--- src/rtl/request_unit.sv ---
// Request unit: turns decoded control-unit strobes into held memory requests,
// drives the PC enable and halt flag, and counts stalled cycles for accounting.
//
// state  | meaning
// FETCH  | instruction fetch; waiting for ihit
// DATA   | load/store outstanding; dREN/dWEN held until dhit
// HALTED | HALT retired; absorbing until reset
module request_unit #(
  parameter int STALL_CNT_W = 32
) (
  input  logic                   CLK,
  input  logic                   nRST,
  input  logic                   cuIRE,
  input  logic                   cuDRE,
  input  logic                   cuDWE,
  input  logic                   cuHALT,
  input  logic                   ihit,
  input  logic                   dhit,
  output logic                   iREN,
  output logic                   dREN,
  output logic                   dWEN,
  output logic                   pcEN,
  output logic                   halt,
  output logic [STALL_CNT_W-1:0] stall_count
);

  localparam logic [1:0] FETCH  = 2'd0;
  localparam logic [1:0] DATA   = 2'd1;
  localparam logic [1:0] HALTED = 2'd2;

  localparam logic [STALL_CNT_W-1:0] CNT_MAX = {STALL_CNT_W{1'b1}};
  localparam logic [STALL_CNT_W-1:0] CNT_ONE = STALL_CNT_W'(1);

  logic [1:0] state;
  logic [1:0] state_nxt;
  logic       dren_nxt;
  logic       dwen_nxt;
  logic       halt_nxt;
  logic       stall_inc;

  // Gating with the state decode first keeps iREN at 0 in HALTED even if cuIRE is X.
  assign iREN = (state == FETCH) & cuIRE;

  always_comb begin
    pcEN = 1'b0;
    case (state)
      FETCH:   pcEN = ihit & ~cuDRE & ~cuDWE & ~cuHALT;
      DATA:    pcEN = dhit;
      default: pcEN = 1'b0;
    endcase
  end

  always_comb begin
    state_nxt = state;
    dren_nxt  = dREN;
    dwen_nxt  = dWEN;
    halt_nxt  = halt;
    case (state)
      FETCH: begin
        dren_nxt = 1'b0;
        dwen_nxt = 1'b0;
        if (ihit) begin
          if (cuHALT) begin
            state_nxt = HALTED;
            halt_nxt  = 1'b1;
          end else if (cuDRE | cuDWE) begin
            state_nxt = DATA;
            dren_nxt  = cuDRE;
            dwen_nxt  = cuDWE & ~cuDRE;
          end
        end
      end
      DATA: begin
        if (dhit) begin
          state_nxt = FETCH;
          dren_nxt  = 1'b0;
          dwen_nxt  = 1'b0;
        end
      end
      HALTED: begin
        halt_nxt = 1'b1;
        dren_nxt = 1'b0;
        dwen_nxt = 1'b0;
      end
      default: begin
        state_nxt = FETCH;
        dren_nxt  = 1'b0;
        dwen_nxt  = 1'b0;
      end
    endcase
  end

  assign stall_inc = (state != HALTED) & ~pcEN;

  always_ff @(posedge CLK) begin
    if (!nRST) begin
      state       <= FETCH;
      dREN        <= 1'b0;
      dWEN        <= 1'b0;
      halt        <= 1'b0;
      stall_count <= '0;
    end else begin
      state <= state_nxt;
      dREN  <= dren_nxt;
      dWEN  <= dwen_nxt;
      halt  <= halt_nxt;
      if (stall_inc && (stall_count != CNT_MAX)) begin
        stall_count <= stall_count + CNT_ONE;
      end
    end
  end

endmodule

--- config.mk ---
export PLATFORM = sky130hd
export DESIGN_NAME = request_unit
export DESIGN_NICKNAME = d
export VERILOG_FILES = /design/src/rtl/request_unit.sv
export SDC_FILE = /design/constraint.sdc
export NUM_CORES = 1
export LEC_CHECK = 0
export CELL_PAD_IN_SITES_DETAIL_PLACEMENT = 1
export CELL_PAD_IN_SITES_GLOBAL_PLACEMENT = 2
export CORE_UTILIZATION = 31
export CTS_CLUSTER_SIZE = 25
export DETAILED_ROUTE_END_ITERATION = 16
export PLACE_DENSITY = 0.86
export SYNTH_ARGS = -nofsm -noshare
export SYNTH_HDL_FRONTEND = slang
export SYNTH_SLANG_ARGS = --single-unit
--- constraint.sdc ---
create_clock -name CLK -period 2.9 [get_ports CLK]
set_input_delay 0.435 -clock CLK [delete_from_list [all_inputs] [get_ports CLK]]
set_output_delay 0.435 -clock CLK [all_outputs]
set_load 0.03 [all_outputs]
======== Yosys cells after proc, flatten, opt, wreduce, memory -nomap -nowiden ========
Cells that the tools add are included.
word-level totals
  flip-flop bits (word level) ............. 37
  latch bits .............................. 0
  RAM bits ................................ 0
  ROM bits ................................ 0
  input port bits ......................... 8
  output and inout port bits .............. 37
  logic and storage cells ................. 49
  memories kept ........................... 0
operators by class
  add/sub/neg operators ................... 1
  $mul .................................... 0
  div/mod/pow operators ................... 0
  magnitude comparators ................... 0
  equality and inequality tests ........... 8
  shifts and indexed selects .............. 0
  mux-type cells .......................... 18
  bitwise gates (word level) .............. 12
  reductions and logical operators ........ 5
operator list
  cell                     number
  $add A32 B1 Y32 const B  1
  $ne A32 B32 Y1 const B   1
  $mux W1                  9
  $mux W2                  4
  $ne A2 B2 Y1 const B     4
  $pmux W1 S2              4
  $and A1 B1 Y1            6
  $pmux W2 S3              1
  $not A1 Y1               5
  $reduce_and A4 Y1        1
  $ne A3 B2 Y1 const B     1
  $reduce_and A3 Y1        1
  $eq A2 B1 Y1 const B     1
  $eq A2 B2 Y1 const B     1
  $logic_not A2 Y1         1
  $reduce_bool A2 Y1       1
  $logic_and A1 B1 Y1      1
  $or A1 B1 Y1             1

======== Longest topological paths before layout ========
  depth after elaboration ................. 8
  mapped depth ............................ 7
  depth with buffers taken out ............ 6

======== Least setup slack after synthesis ========
OpenSTA, ideal clock, no wires.
  path type ............................... input-to-output
  from .................................... in cuHALT
  to ...................................... out pcEN
  data arrival time ....................... 1752 ps
  data required time ...................... 2465 ps
  path slack .............................. 713 ps
  cell stages on the path ................. 3
  cells stage by stage .................... or4b_1 -> or2_2 -> a21oi_1
between the ends
  longest elaborated chain between the ends .. 3
RTL lines
  item           RTL line  text
  from (decl)    16        input logic cuHALT,
  $not A1 Y1     47        FETCH: pcEN = ihit & ~cuDRE & ~cuDWE & ~cuHALT;
  $and A1 B1 Y1  47
  $pmux W1 S2    46        case (state)
  to (decl)      22        output logic pcEN,
Every way passes these cells.

======== Final worst setup path ========
  from .................................... in cuDRE
  to ...................................... out pcEN
between the ends
  longest elaborated chain between the ends .. 5
RTL lines
  item                         RTL line  text
  from (decl)                  14        input logic cuDRE,
  $not A1 Y1                   47
  $and A1 B1 Y1 (3 in series)  47
  $pmux W1 S2                  46
Every way passes these cells.

==> results.yml <==
setup_path:
  path_cells: "clkdlybuf4s50_1 > or4b_1 > or2_2 > a21oi_1 > buf_4"
  crit_buf_inv: 2
  cp_top_family: "simple AND/OR/NAND/NOR gates"
  critPathArrivalTime_ps: 2030
  critPathLaunchType: "primary input"
  end_kind: "output pin"
  critPathKind: "in2out"
  crit_fanout: 4
  critical_path.max_stage_delay_ps: 530
  required_ps: 2470
  crit_slowest_cell: "or4b_1"
layout:
  layout.nets: 281
  postLayoutCoreUtil: 0.4233
  multi_input_area_um2: 1117
  syn_to_final_growth_pct: 31.10
  final_area_um2: 2521
  nFillCells: 725
  antennaDiodeCount: 0
  layout-drive-gt1-share: 0.1136
  seq_area_um2: 740.7
clocking:
  clock-sinks: 37
  post_cts.repair.setup_buffers: 0
  insertion_delay_ps: 290
  numCtsBuffers: 5
  ctsHoldBuffers: 0
  clkTransAtPathRegs_ps: 70
  ctsResizeCount: 0
  h-tree-depth: 2
  cts_tree: "yes"
  clock_path_buffers: 2
  clock-root-buffer: "clkbuf_8"
drt:
  drtIter0Drc: 80
  routed-via-count: 1873
  drc: 0
  finalWirelength_mm: 4.908
  wl_per_cell_um: 14.10
  drtPass1Iterations: 4
  final_antenna_net_count: 0
  viasPerCell: 5.382
global_route:
  grt_max_degree: 31
  grt_overflow: 0
  grt_pass1_vias: 1782
  antenna_found_initial: 0
  grt_util_all_layers: 0.1618
  grt_pass1_wl_mm: 8.245
synth:
  synth_edf_count: 0
  ys.warnings.count: 0
  ys_types: 46
  synth_fp_nets: 234
  async_flop_share: 0
  synth_seq_cells: 37
  synth_top_area_cell: "dfxtp_1"
  synth_cells: 225
  synth_seq_area_share: 0.3852
  synth_top_area_share: 0.3852
  syn_area_um2: 1923
  synthFlopType: "dfxtp_1"
  avgSynthCellArea_um2: 8.547
  synthTopCellsByArea: "dfxtp_1 39%, a21oi_1 7.0%, or3_1 5.5%"
floorplanning:
  die_area_um2: 6522
  core-area_um2: 5956
  num_rows: 28
  die_y_um: 80.76
  ios: 45
  die_x_um: 80.76
  initial_core_util: 0.3229
timing:
  tightest_slew_ps: 633.1
  fin_ws_ps: 431.5
  fin_setup_tns_ps: 0
  finClkSkew_ps: 9.351
  finalCritPeriodShare: 0.8512
  finalSetupViolations: 0
  slew_violations: 0
  rsz0062_at_grt: "false"
  min_period_ps: 2468
  slew_headroom: 0.5780
  max_freq_mhz: 405.1
  hold_viol_final: 0
pwr:
  ir_drop_mv: 0.1416
  p_leak_nw: 0.7639
  p_sw_w: 0.0002753
  power.share.clock: 0.350
  seq_power_share: 0.521
  p_int_w: 0.0007370
  combPwrFrac: 0.129
  power.density_nw_per_um2: 401.5
  switching_share: 0.2719
worst_hold_path:
  hold_path.class: "reg2reg"
job:
  maxCapViolCount: 0
place:
  place_area_um2: 2439
  gp_congestion: 0.7350
  place_hpwl_mm: 3.554
  pre_cts_ws_ps: 391.4
  io_buffers: 44
status:
  outcome: "finished, final reports clean"
==> routing by layer <==
layer	vias to the layer above	track usage	wire (um)	part of all wire
met5	-	0	0	0
met4	0	0.05357	11	0.0022
met3	2	0.03820	162	0.033
met2	32	0.2678	2312	0.47
met1	902	0.2062	2421	0.49
li1	937	-	-	-
==> worst min-delay path, delay by kind of cell (launching register included) <==
kind               cells  cell delay (ps)
AOI/OAI and AO/OA      1               50
DFF                    1              320
and+or+nand+nor        1               80
==> through the flow <==
step	hold slack, ps	std cells	power (W)
floorplan	548.5	225	0.0006174
global placement	459.8	340	0.0006695
detailed placement	463.6	340	0.0006710
CTS	495.3	348	0.001029
global route	514.2	348	0.001060
finish	490.4	348	0.001012
==> sequential cells by signal (all words and copies together), names as in the netlist <==
signal / flops
dREN: 1
dWEN: 1
halt: 1
stall_count: 32
state: 2
==> cells in the final DEF, fill, tap and decap left out, types with 5 or more instances in the layout <==
cell type / count
clkdlybuf4s50_1: 43
dfxtp_1: 37
a21oi_1: 27
nand2_1: 17
or3_1: 17
o21ai_0: 15
nor2_1: 12
nand3_1: 12
nand4_1: 8
inv_1: 7
o31ai_1: 6
or4_1: 6
o21ai_1: 5
clkbuf_8: 5
==> kinds of logic after synthesis <==
group | share of synthesized area
and+or+nand+nor | 0.3292
AOI/OAI and AO/OA | 0.2102
DFF | 0.3852
buffers and inverters | 0.03383
muxes | 0.02147
xor gates and xnor gates | 0.01367
adders and majority gates | 0.006505
==> cell usage after synthesis, types with 2 or more instances <==
master,n
and3_1,2
nand2_1,17
mux2i_1,3
or2_2,3
xnor2_1,2
dfxtp_1,37
nand2b_1,4
nand2_2,2
clkbuf_1,4
o311ai_2,2
nand4_1,8
nor4_1,2
inv_1,7
a21oi_1,27
o21ai_0,15
o31ai_1,6
nor3_2,2
nand3_1,12
or4_1,6
nor2_1,12
o21ai_1,5
nand4_2,2
or3_1,17
and4_1,4
nor3_1,3
==> power by group through the flow <==
stage          Combinational [W]  Sequential, W  Clock, W
6_report                0.000131       0.000527  0.000354
5_1_grt                 0.000145       0.000529  0.000387
4_1_cts                 0.000132       0.000527  0.000369
3_5_place_dp            0.000132       0.000539         0
3_3_place_gp            0.000131       0.000538         0
2_1_floorplan          0.0000594       0.000558         0
==> worst paths after layout <==
| path | from | endpoint | slack (ps) | cells after the start |
|---|---|---|---|---|
| setup reg to reg | stall_count[0]$_SDFFE_PN0P_ | stall_count[30]$_SDFFE_PN0P_ | 700 | 6 |
| hold / removal | dWEN$_SDFFE_PN0N_ | dWEN$_SDFFE_PN0N_ | 490 | 2 |
| setup / recovery | cuDRE | pcEN | 430 | 5 |
| hold reg to reg | dWEN$_SDFFE_PN0N_ | dWEN$_SDFFE_PN0N_ | 490 | 2 |
==> final cells by class <==
type,count,share of cell area
Sequential cell,37,0.2938
Clock inverter,2,0.003970
Timing Repair Buffer,47,0.1826
Inverter,7,0.01042
Clock buffer,6,0.02878
Tap cell,75,0.03722
Multi-Input combinational cell,174,0.4432
No activity file was read; power rests on OpenSTA's default activity.
